===== src/rtl/settle_pkg.sv =====
// Shared definitions for the settle monitor.
// Contents: FSM state encoding and default parameter values matching the
// integrator it observes (7-bit output settling toward code 105).
package settle_pkg;

  typedef enum logic [1:0] {
    StIdle   = 2'd0,
    StTrack  = 2'd1,
    StReport = 2'd2
  } state_e;

  localparam int unsigned DefOutW    = 7;
  localparam int unsigned DefCntW    = 16;
  localparam int unsigned DefTarget  = 105;
  localparam int unsigned DefTol     = 2;
  localparam int unsigned DefHold    = 8;
  localparam int unsigned DefTimeout = 4095;

endpackage


===== src/rtl/settle_monitor_fp_int_if.sv =====
// Bus between the settle monitor and its controller/scoreboard.
// Signals:
//   start       controller -> monitor  begin/restart a measurement
//   sample      controller -> monitor  integrator output code
//   sample_en   controller -> monitor  sample is a fresh integrator value
//   res_ready   controller -> monitor  result accepted
//   busy        monitor -> controller  measurement in progress
//   res_valid   monitor -> controller  result available
//   settle_cnt  monitor -> controller  index of first sample of the final in-band streak
//   peak        monitor -> controller  maximum sample seen
//   timed_out   monitor -> controller  measurement ended without settling
// Modports: master (controller side), slave (monitor side).
interface settle_monitor_fp_int_if
  import settle_pkg::*;
#(
  parameter int unsigned OUT_W = DefOutW,
  parameter int unsigned CNT_W = DefCntW
);

  logic             start;
  logic [OUT_W-1:0] sample;
  logic             sample_en;
  logic             res_ready;
  logic             busy;
  logic             res_valid;
  logic [CNT_W-1:0] settle_cnt;
  logic [OUT_W-1:0] peak;
  logic             timed_out;

  modport master (
    output start, sample, sample_en, res_ready,
    input  busy, res_valid, settle_cnt, peak, timed_out
  );

  modport slave (
    input  start, sample, sample_en, res_ready,
    output busy, res_valid, settle_cnt, peak, timed_out
  );

endinterface


===== src/rtl/band_check_fp_int.sv =====
// Combinational tolerance-band test: in_band = |sample - TARGET| <= TOL.
// Both operands are zero-extended by one bit before subtracting so the
// difference never wraps at either end of the sample range.
// Ports:
//   sample   in  OUT_W  unsigned sample code
//   in_band  out 1      sample lies within TARGET +/- TOL
module band_check_fp_int #(
  parameter int unsigned OUT_W  = 7,
  parameter int unsigned TARGET = 105,
  parameter int unsigned TOL    = 2
) (
  input  logic [OUT_W-1:0] sample,
  output logic             in_band
);

  localparam logic [OUT_W:0] TargetExt = (OUT_W + 1)'(TARGET);
  localparam logic [OUT_W:0] TolExt    = (OUT_W + 1)'(TOL);

  logic [OUT_W:0] diff;
  logic [OUT_W:0] mag;

  always_comb begin
    diff    = {1'b0, sample} - TargetExt;
    // Two's-complement negate when the signed difference is negative.
    mag     = diff[OUT_W] ? (~diff + 1'b1) : diff;
    in_band = (mag <= TolExt);
  end

endmodule


===== src/rtl/settle_monitor_fp_int.sv =====
// Settle monitor for the fixed-point integrator output.
// Counts sample_en strobes until the sample has stayed within the tolerance
// band for HOLD consecutive strobes, tracks the peak sample, and reports the
// result over a valid/ready handshake. Gives up after TIMEOUT strobes.
// Ports:
//   clk    in  clock, all logic on posedge
//   reset  in  synchronous active-high reset
//   bus    slave modport of settle_monitor_fp_int_if (start/sample/sample_en in,
//          busy/res_valid/settle_cnt/peak/timed_out out, res_ready in)
module settle_monitor_fp_int
  import settle_pkg::*;
#(
  parameter int unsigned OUT_W   = DefOutW,
  parameter int unsigned TARGET  = DefTarget,
  parameter int unsigned TOL     = DefTol,
  parameter int unsigned HOLD    = DefHold,
  parameter int unsigned CNT_W   = DefCntW,
  parameter int unsigned TIMEOUT = DefTimeout
) (
  input logic                    clk,
  input logic                    reset,
  settle_monitor_fp_int_if.slave bus
);

  localparam logic [CNT_W-1:0] HoldCnt    = CNT_W'(HOLD);
  localparam logic [CNT_W-1:0] TimeoutCnt = CNT_W'(TIMEOUT);

  state_e           state_q, state_d;
  logic [CNT_W-1:0] cnt_q, cnt_d;
  logic [CNT_W-1:0] streak_q, streak_d;
  logic [CNT_W-1:0] streak_start_q, streak_start_d;
  logic [OUT_W-1:0] peak_q, peak_d;
  logic [CNT_W-1:0] settle_cnt_q, settle_cnt_d;
  logic             timed_out_q, timed_out_d;
  logic             busy_q, busy_d;
  logic             res_valid_q, res_valid_d;

  logic             in_band;
  logic [CNT_W-1:0] streak_upd;
  logic [CNT_W-1:0] start_upd;
  logic [CNT_W-1:0] cnt_upd;
  logic [OUT_W-1:0] peak_upd;

  band_check_fp_int #(
    .OUT_W  (OUT_W),
    .TARGET (TARGET),
    .TOL    (TOL)
  ) u_band_check (
    .sample  (bus.sample),
    .in_band (in_band)
  );

  always_comb begin
    state_d        = state_q;
    cnt_d          = cnt_q;
    streak_d       = streak_q;
    streak_start_d = streak_start_q;
    peak_d         = peak_q;
    settle_cnt_d   = settle_cnt_q;
    timed_out_d    = timed_out_q;

    // Candidate values for a sample_en cycle in TRACK.
    streak_upd = in_band ? (streak_q + 1'b1) : '0;
    start_upd  = (in_band && (streak_q == '0)) ? cnt_q : streak_start_q;
    cnt_upd    = cnt_q + 1'b1;
    peak_upd   = (bus.sample > peak_q) ? bus.sample : peak_q;

    unique case (state_q)
      StIdle: begin
        if (bus.start) begin
          state_d        = StTrack;
          cnt_d          = '0;
          streak_d       = '0;
          streak_start_d = '0;
          peak_d         = '0;
        end
      end
      StTrack: begin
        if (bus.start) begin
          // Restart; the concurrent sample belongs to the abandoned run.
          cnt_d          = '0;
          streak_d       = '0;
          streak_start_d = '0;
          peak_d         = '0;
        end else if (bus.sample_en) begin
          peak_d         = peak_upd;
          streak_d       = streak_upd;
          streak_start_d = start_upd;
          cnt_d          = cnt_upd;
          // Settling takes priority over timeout on the same strobe.
          if (streak_upd == HoldCnt) begin
            state_d      = StReport;
            settle_cnt_d = start_upd;
            timed_out_d  = 1'b0;
          end else if (cnt_upd == TimeoutCnt) begin
            state_d      = StReport;
            settle_cnt_d = TimeoutCnt;
            timed_out_d  = 1'b1;
          end
        end
      end
      StReport: begin
        if (bus.res_ready) begin
          state_d = StIdle;
        end
      end
      default: state_d = StIdle;
    endcase

    busy_d      = (state_d == StTrack);
    res_valid_d = (state_d == StReport);
  end

  always_ff @(posedge clk) begin
    if (reset) begin
      state_q        <= StIdle;
      cnt_q          <= '0;
      streak_q       <= '0;
      streak_start_q <= '0;
      peak_q         <= '0;
      settle_cnt_q   <= '0;
      timed_out_q    <= 1'b0;
      busy_q         <= 1'b0;
      res_valid_q    <= 1'b0;
    end else begin
      state_q        <= state_d;
      cnt_q          <= cnt_d;
      streak_q       <= streak_d;
      streak_start_q <= streak_start_d;
      peak_q         <= peak_d;
      settle_cnt_q   <= settle_cnt_d;
      timed_out_q    <= timed_out_d;
      busy_q         <= busy_d;
      res_valid_q    <= res_valid_d;
    end
  end

  assign bus.busy       = busy_q;
  assign bus.res_valid  = res_valid_q;
  assign bus.settle_cnt = settle_cnt_q;
  assign bus.peak       = peak_q;
  assign bus.timed_out  = timed_out_q;

endmodule


===== src/flat_wrapper.sv =====
// flat-port wrapper written by rule: the top's interface ports become plain ports
module settle_monitor_fp_int_flat import settle_pkg::*;
#(
  parameter int unsigned OUT_W   = DefOutW,
  parameter int unsigned TARGET  = DefTarget,
  parameter int unsigned TOL     = DefTol,
  parameter int unsigned HOLD    = DefHold,
  parameter int unsigned CNT_W   = DefCntW,
  parameter int unsigned TIMEOUT = DefTimeout
)
  (clk, reset, bus_start, bus_sample, bus_sample_en, bus_res_ready, bus_busy, bus_res_valid, bus_settle_cnt, bus_peak, bus_timed_out);
  settle_monitor_fp_int_if #(.OUT_W(OUT_W), .CNT_W(CNT_W)) bus_i ();
  input logic clk;
  input logic reset;
  input wire logic [$bits(bus_i.start)-1:0] bus_start;
  input wire logic [$bits(bus_i.sample)-1:0] bus_sample;
  input wire logic [$bits(bus_i.sample_en)-1:0] bus_sample_en;
  input wire logic [$bits(bus_i.res_ready)-1:0] bus_res_ready;
  output wire logic [$bits(bus_i.busy)-1:0] bus_busy;
  output wire logic [$bits(bus_i.res_valid)-1:0] bus_res_valid;
  output wire logic [$bits(bus_i.settle_cnt)-1:0] bus_settle_cnt;
  output wire logic [$bits(bus_i.peak)-1:0] bus_peak;
  output wire logic [$bits(bus_i.timed_out)-1:0] bus_timed_out;
  assign bus_i.start = bus_start;
  assign bus_i.sample = bus_sample;
  assign bus_i.sample_en = bus_sample_en;
  assign bus_i.res_ready = bus_res_ready;
  assign bus_busy = bus_i.busy;
  assign bus_res_valid = bus_i.res_valid;
  assign bus_settle_cnt = bus_i.settle_cnt;
  assign bus_peak = bus_i.peak;
  assign bus_timed_out = bus_i.timed_out;
  settle_monitor_fp_int #(.OUT_W(OUT_W), .TARGET(TARGET), .TOL(TOL), .HOLD(HOLD), .CNT_W(CNT_W), .TIMEOUT(TIMEOUT)) u_core (.clk(clk), .reset(reset), .bus(bus_i));
endmodule

===== config.mk =====
export PLATFORM = sky130hd
export DESIGN_NAME = settle_monitor_fp_int_flat
export DESIGN_NICKNAME = d
export VERILOG_FILES = /design/src/rtl/settle_pkg.sv /design/src/rtl/settle_monitor_fp_int_if.sv /design/src/rtl/band_check_fp_int.sv /design/src/rtl/settle_monitor_fp_int.sv /design/src/flat_wrapper.sv
export SDC_FILE = /design/constraint.sdc
export NUM_CORES = 1
export LEC_CHECK = 0
export ABC_CLOCK_PERIOD_IN_PS = 3000
export CELL_PAD_IN_SITES_DETAIL_PLACEMENT = 1
export CELL_PAD_IN_SITES_GLOBAL_PLACEMENT = 2
export CORE_UTILIZATION = 27
export CTS_CLUSTER_DIAMETER = 30
export DETAILED_ROUTE_END_ITERATION = 8
export PLACE_DENSITY = 0.77
export RECOVER_POWER = 50
export SYNTH_ARGS = -nofsm -noshare
export SYNTH_HDL_FRONTEND = slang
export SYNTH_SLANG_ARGS = --single-unit

===== constraint.sdc =====
create_clock -name clk -period 3 [get_ports clk]
set_input_delay 0.6 -clock clk [delete_from_list [all_inputs] [get_ports clk]]
set_output_delay 0.6 -clock clk [all_outputs]
set_load 0.01 [all_outputs]

==> results.py, run 1 <==
metrics = {
    "sta": {
        "hold_slack_ns": 0.480,
        "skew_ns": 0.00880,
        "hold_viol_final": 0,
        "relSlewSlack": 0.502,
        "finalSetupViolCount": 0,
        "slew_violations": 0,
        "rsz0062_at_grt": "no",
        "worst_pin_slew_ns": 0.747,
        "post-route-period-util": 0.962,
        "fmax_mhz": 347,
        "period_needed_ns": 2.89,
    },
    "worst_hold_path": {
        "hold_start": "u_core.bus.settle_cnt[13]",
        "hold_path_depth": 1,
        "min_path_type": "reg2reg",
        "holdPathEnd": "u_core.bus.settle_cnt[13]",
    },
    "clock_tree": {
        "cts_buffers": 9,
        "cts.sinks": 76,
        "cts_tree": "built",
        "cts_setup_buffers": 0,
        "clkSlewWorstSetupHoldPaths_ns": 0.06,
        "clk_path_buf_depth": 2,
        "cts-root-buf": "clkbuf_16",
        "hold_buffers": 0,
        "clk_latency_ns": 0.35,
        "cts_max_level": 3,
    },
    "placement": {
        "hpwl_mm": 8.83,
        "numPlacedInstances": 715,
        "io_buffers": 37,
        "gp_congestion": 0.849,
    },
    "global_routing": {
        "grt_usage": 0.164,
        "grt_start_max_net_pins": 33,
        "grt_first_pass_wirelength_mm": 20.6,
        "antenna_found_initial": 0,
        "grt_pass1_vias": 4098,
        "overflow": 0,
    },
    "floorplan": {
        "rows": 44,
        "dieArea_um2": 15700,
        "die_h_um": 125,
        "boundaryPins": 38,
        "die_w_um": 125,
        "coreArea_um2": 14700,
        "initial_core_util": 0.279,
    },
    "final_layout": {
        "n_fill_cell": 1703,
        "nets": 568,
        "fin_cells": 731,
        "area_growth_pct": 24.7,
        "diodes": 0,
        "drive_above_1_share": 0.137,
        "fin_util": 0.348,
    },
    "yosys": {
        "muxShareOfSynthArea": 0.0186,
        "postSynthCellCount": 502,
        "synth.cell_area_um2": 4100,
        "synthAdderAreaFrac": 0.0427,
        "ys_ff_latch": 76,
        "ys_async_sr_fraction": 0,
        "synth-compound-area-share": 0.260,
        "synth.avg_cell_area_um2": 8.17,
        "synthXorXnorAreaFrac": 0.0150,
        "yosys_most_used_dff": "dfxtp_1",
        "synth.distinct_cells": 63,
        "syn_nets": 528,
        "ys_seq_area_frac": 0.371,
        "yosys.area_share.simple": 0.233,
        "synth_top_family_by_area": "compound AO/OA/AOI/OAI gates",
        "synth_edf_count": 0,
        "yosysWarningCount": 0,
    },
    "detailed_routing": {
        "wire_per_inst_um": 17.0,
        "drtIter0Drc": 130,
        "vias_per_cell": 5.41,
        "final_antenna_net_count": 0,
        "drt-total-wl_mm": 12.4,
        "num_vias": 3958,
        "drc": 0,
        "dr.pass1.iters": 4,
    },
    "critical_path": {
        "critPathMaxFanout": 14,
        "startpoint_type": "primary input",
        "r2r_start": "u_core.streak_q[1]",
        "critPathKind": "in2reg",
        "cp.required_ns": 3.24,
        "reg2reg_slack_ns": 0.19,
        "endpoint_kind": "register",
        "worstRegToRegCells": 10,
        "r2r-end": "u_core.bus.settle_cnt[15]",
        "critPathArrivalTime_ns": 3.12,
    },
    "run_status": {
        "outcome": "finished clean",
    },
    "power_and_ir_drop": {
        "peakVddDrop_mv": 0.317,
        "leakagePower_nw": 1.87,
        "p_per_area_nw_per_um2": 459,
    },
    "flow_run": {
        "drv_cap": 0,
    },
}
cell usage after synthesis (2+ instances only):
cell type	instances	area [um^2]
nor3b_1	4	30.0
o221a_1	9	101
o31a_1	2	17.5
a21oi_1	33	165
o211ai_1	6	45.0
nor4_1	2	12.5
o21ai_1	2	10.0
nor3_1	14	70.1
a22o_1	4	35.0
o21a_1	6	45.0
nand3_1	17	85.1
nand2b_1	2	12.5
o21ai_0	15	75.1
a22oi_1	9	67.6
or4_1	2	15.0
dfxtp_1	76	1520
inv_1	16	60.1
buf_2	13	65.1
and3_1	4	25.0
mux2_2	5	56.3
or3_1	2	12.5
nor2b_1	4	25.0
and2_1	6	37.5
a211oi_1	4	30.0
o2111ai_1	2	17.5
o211a_1	2	20.0
nand4_1	8	50.1
clkbuf_1	27	101
o221a_2	3	33.8
ha_1	14	175
nor2_1	74	278
mux2i_1	2	20.0
xor2_1	3	26.3
or2_2	3	18.8
xnor2_1	4	35.0
a32oi_1	16	140
a311oi_1	15	131
o21bai_1	2	15.0
a31oi_1	5	31.3
nand2_1	41	154
o22ai_1	2	12.5
timing repair:
item / 4_1_cts / 5_1_grt
setup endpoints to repair: 4 / 35
pin swaps: 0 / 2
resized for setup: 1 / 6
endpoints found under the hold margin: 0 / 0
registers in the layout, indices dropped and copies added (netlist names):
signal	count
u_core.bus.timed_out	1
u_core.bus.busy	1
u_core.state_q	2
u_core.cnt_q	16
u_core.bus.res_valid	1
u_core.streak_q	16
u_core.bus.peak	7
u_core.streak_start_q	16
u_core.bus.settle_cnt	16
power by group:
| group | internal (mW) | switching, mW |
|---|---|---|
| clock network | 0.667 | 0.500 |
| logic | 0.0623 | 0.100 |
| registers | 1.01 | 0.00388 |
| total | 1.74 | 0.604 |
cells in the final DEF, fill, tap and decap left out, types with 9 or more instances in the layout:
cell,netlist,final
dlygate4sd3_1,0,27
o21ai_0,15,14
a21oi_1,33,33
o221a_1,9,9
nor2_1,74,73
clkdlybuf4s50_1,0,9
ha_1,14,13
nand3_1,17,17
clkbuf_16,0,9
dfxtp_1,76,76
a311oi_1,15,15
buf_4,1,32
inv_1,16,16
nor3_1,14,13
a32oi_1,16,16
a22oi_1,9,9
nand2_1,41,41
stage by stage:
step | setup WS [ns] | area, um^2 | power [mW] | setup TNS [ns]
detailed placement | -0.408 | 4770 | 1.20 | -11.22
global route | 0.000326 | 5110 | 2.44 | 0
floorplan | 0.188 | 4100 | 1.12 | 0
global placement | -0.321 | 4770 | 1.20 | -8.17
CTS | 0.00398 | 5090 | 2.39 | 0
finish | 0.115 | 5110 | 2.35 | 0
layout make-up:
cell class / instances / area, um^2 / share of cell area
Timing Repair Buffer: 71 / 621 / 0.121
Sequential cell: 76 / 1520 / 0.298
Clock inverter: 7 / 87.6 / 0.0171
Multi-Input combinational cell: 368 / 2370 / 0.463
Inverter: 16 / 60.1 / 0.0117
Clock buffer: 9 / 225 / 0.0441
Tap cell: 184 / 230 / 0.0450
kinds of logic (layout without fill, tap and decap cells):
| kind of cell | after synthesis | after routing |
|---|---|---|
| AOI/OAI and AO/OA | 145 | 145 |
| xor gates and xnor gates | 7 | 7 |
| adders and majority gates | 14 | 14 |
| buffers and inverters | 58 | 103 |
| DFF | 76 | 76 |
| muxes | 7 | 7 |
| and+or+nand+nor | 195 | 195 |
worst max path at each step:
stage                                  start                   endpoint  cells past startpoint
final                          bus_sample[1]   u_core.bus.settle_cnt[4]                     11
after global placement         bus_sample[0]  u_core.bus.settle_cnt[13]                     12
after CTS                      bus_sample[0]   u_core.bus.settle_cnt[4]                     11
after global routing      u_core.streak_q[1]  u_core.bus.settle_cnt[14]                     10
after floorplan           u_core.streak_q[1]   u_core.bus.settle_cnt[0]                      9
after detailed placement       bus_sample[0]  u_core.bus.settle_cnt[15]                     12
routing by layer:
| layer | up-vias | GRT usage | part of all wire |
|---|---|---|---|
| li1 | 1925 | - | - |
| met1 | 1979 | 0.191 | 0.45 |
| met2 | 34 | 0.293 | 0.51 |
| met3 | 20 | 0.0308 | 0.018 |
| met4 | 0 | 0.0746 | 0.022 |
| met5 | - | 0 | 0 |
worst max-delay path, stage by stage:
cell and delay [ns]:
clkdlybuf4s50_1 0.48, inv_1 0.08, ha_4 0.28, xnor2_1 0.12
o2111a_1 0.26, o2111ai_1 0.13, nand3_2 0.13, nand2_2 0.06
or4_4 0.55, buf_6 0.17, o221a_2 0.27
No activity file was read; power rests on OpenSTA's default activity.
==> inputs of run 2 (changes only) <==
- CTS_BUF_LIST: unset -> sky130_fd_sc_hd__clkbuf_4 sky130_fd_sc_hd__clkbuf_8
==> run 2 against run 1 <==
Against the previous run:
- worst hold slack improved by 0.00081 ns
- clock power shrank 25%
- die area unchanged
- combinational power about the same
- utilization fell by 0.71 points
- critical path type unchanged
- highest routed layer unchanged
==> results.py, run 2 (synthesized netlist as in run 1, its figures left out) <==
metrics = {
    "run_status": {
        "outcome": "finished clean",
    },
    "sta": {
        "slew_violations": 0,
        "post-route-period-util": 0.960,
        "fmax_mhz": 347,
        "worst_pin_slew_ns": 0.746,
        "rsz0062_at_grt": "no",
        "finalSetupViolCount": 0,
        "period_needed_ns": 2.88,
        "hold_viol_final": 0,
        "skew_ns": 0.0140,
        "relSlewSlack": 0.503,
        "fin_tns_setup_ns": 0,
    },
    "power_and_ir_drop": {
        "leakagePower_nw": 1.82,
        "peakVddDrop_mv": 0.257,
        "p_per_area_nw_per_um2": 410,
        "total_power_mw": 2.05,
    },
    "floorplan": {
        "boundaryPins": 38,
        "die_h_um": 125,
        "dieArea_um2": 15700,
        "die_w_um": 125,
        "coreArea_um2": 14700,
        "initial_core_util": 0.279,
        "rows": 44,
    },
    "flow_run": {
        "drv_cap": 0,
    },
    "global_routing": {
        "antenna_found_initial": 0,
        "grt_usage": 0.163,
        "overflow": 0,
        "grt_first_pass_wirelength_mm": 20.4,
        "grt_pass1_vias": 4062,
        "grt_start_max_net_pins": 33,
    },
    "critical_path": {
        "critPathMaxFanout": 14,
        "max_stage_delay_ns": 0.56,
        "critPathArrivalTime_ns": 3.15,
        "endpoint_kind": "register",
        "startpoint_type": "primary input",
        "cp_slowest_cell": "or4_1",
        "worstRegToRegCells": 10,
        "path_cells": "clkdlybuf4s50_1 -> inv_1 -> ha_4 -> xnor2_1 -> o2111a_1 -> o2111ai_1 -> nand3_2 -> nand2_2 -> or4_1 -> buf_6 -> o221a_2",
        "critPathKind": "in2reg",
        "cp.required_ns": 3.27,
    },
    "worst_hold_path": {
        "hold_path_depth": 1,
        "min_path_type": "reg2reg",
    },
    "detailed_routing": {
        "dr.pass1.iters": 4,
        "drtIter0Drc": 139,
        "drt-total-wl_mm": 12.3,
        "wire_per_inst_um": 16.9,
        "drc": 0,
        "vias_per_cell": 5.37,
        "num_vias": 3926,
        "final_antenna_net_count": 0,
    },
    "final_layout": {
        "seq_area_um2": 1520,
        "drive_above_1_share": 0.137,
        "diodes": 0,
        "n_fill_cell": 1712,
        "final_cell_mix": "dfxtp_1 (76), nor2_1 (73), nand2_1 (41), a21oi_1 (33), buf_4 (31)",
        "mostFrequentLayoutCell": "dfxtp_1",
        "area_growth_pct": 22.2,
        "multi_input_area_um2": 2370,
        "nets": 568,
    },
    "placement": {
        "hpwl_mm": 8.83,
        "io_buffers": 37,
        "gp_congestion": 0.849,
    },
    "clock_tree": {
        "cts_buffers": 9,
        "clkSlewWorstSetupHoldPaths_ns": 0.08,
        "cts_tree": "built",
        "clk_latency_ns": 0.38,
        "clk_path_buf_depth": 2,
        "cts_max_level": 3,
        "cts.sinks": 76,
        "cts-root-buf": "clkbuf_8",
        "hold_buffers": 0,
    },
}
==> run 2: changes by cell type in the layout (fill, tap and decap cells not counted) <==
cell       before  now
buf_4          32   31
clkbuf_16       9    0
clkbuf_2        0    1
clkbuf_8        0    9
ha_1           13   12
ha_2            0    1
or4_1           1    2
or4_4           1    0
==> run 2: through the flow <==
step / cells / hold WS [ns] / utilization / worst slack, ns / instance area [um^2]
after global routing: 731 / 0.499 / 0.341 / 0.0310 / 5010
after floorplan: 502 / 0.450 / - / 0.188 / 4100
after CTS: 731 / 0.496 / 0.339 / 0.0430 / 4990
final: 731 / 0.481 / 0.341 / 0.121 / 5010
after detailed placement: 715 / 0.475 / 0.325 / -0.408 / 4770
after global placement: 715 / 0.467 / 0.325 / -0.321 / 4770
==> run 2: worst paths after layout <==
path / startpoint / to / slack [ns]
max: bus_sample[1] / u_core.bus.settle_cnt[4] / 0.12
min: u_core.bus.settle_cnt[13] / u_core.bus.settle_cnt[13] / 0.48
max reg2reg: u_core.streak_q[1] / u_core.bus.settle_cnt[15] / 0.20
min reg2reg: u_core.bus.settle_cnt[13] / u_core.bus.settle_cnt[13] / 0.48
==> run 2: power breakdown <==
part	internal [mW]	total [mW]	switching (mW)	leakage, nW
clock	0.406	0.877	0.470	0.109
combinational	0.0621	0.162	0.0997	1.10
sequential	1.01	1.02	0.00388	0.613
total	1.48	2.05	0.574	1.82
==> run 2: critical path, delay by kind of cell <==
| family | cells | cell delay, ns |
|---|---|---|
| buffers and inverters | 3 | 0.75 |
| AO/OA/AOI/OAI | 3 | 0.65 |
| XOR/XNOR | 1 | 0.12 |
| AND/OR/NAND/NOR | 3 | 0.75 |
| adder cells (fa/ha/maj) | 1 | 0.28 |
==> run 2: area by class of cell <==
type / count / area share
Clock buffer: 9 / 0.0247
Clock inverter: 7 / 0.0175
Inverter: 16 / 0.0120
Multi-Input combinational cell: 368 / 0.473
Sequential cell: 76 / 0.304
Tap cell: 184 / 0.0460
Timing Repair Buffer: 71 / 0.123
==> run 2: what timing repair did <==
action	in CTS	in global routing
endpoints found under the hold margin	0	0
endpoints found under the setup margin	2	25
setup buffers	0	0
gates resized for setup	1	6
pin swaps	0	2
==> run 2: layer usage <==
layer,track usage,up-vias,part of all wire
met5,0,-,0
met4,0.0581,0,0.017
met3,0.0364,18,0.021
met2,0.290,27,0.51
met1,0.192,1958,0.45
li1,-,1923,-
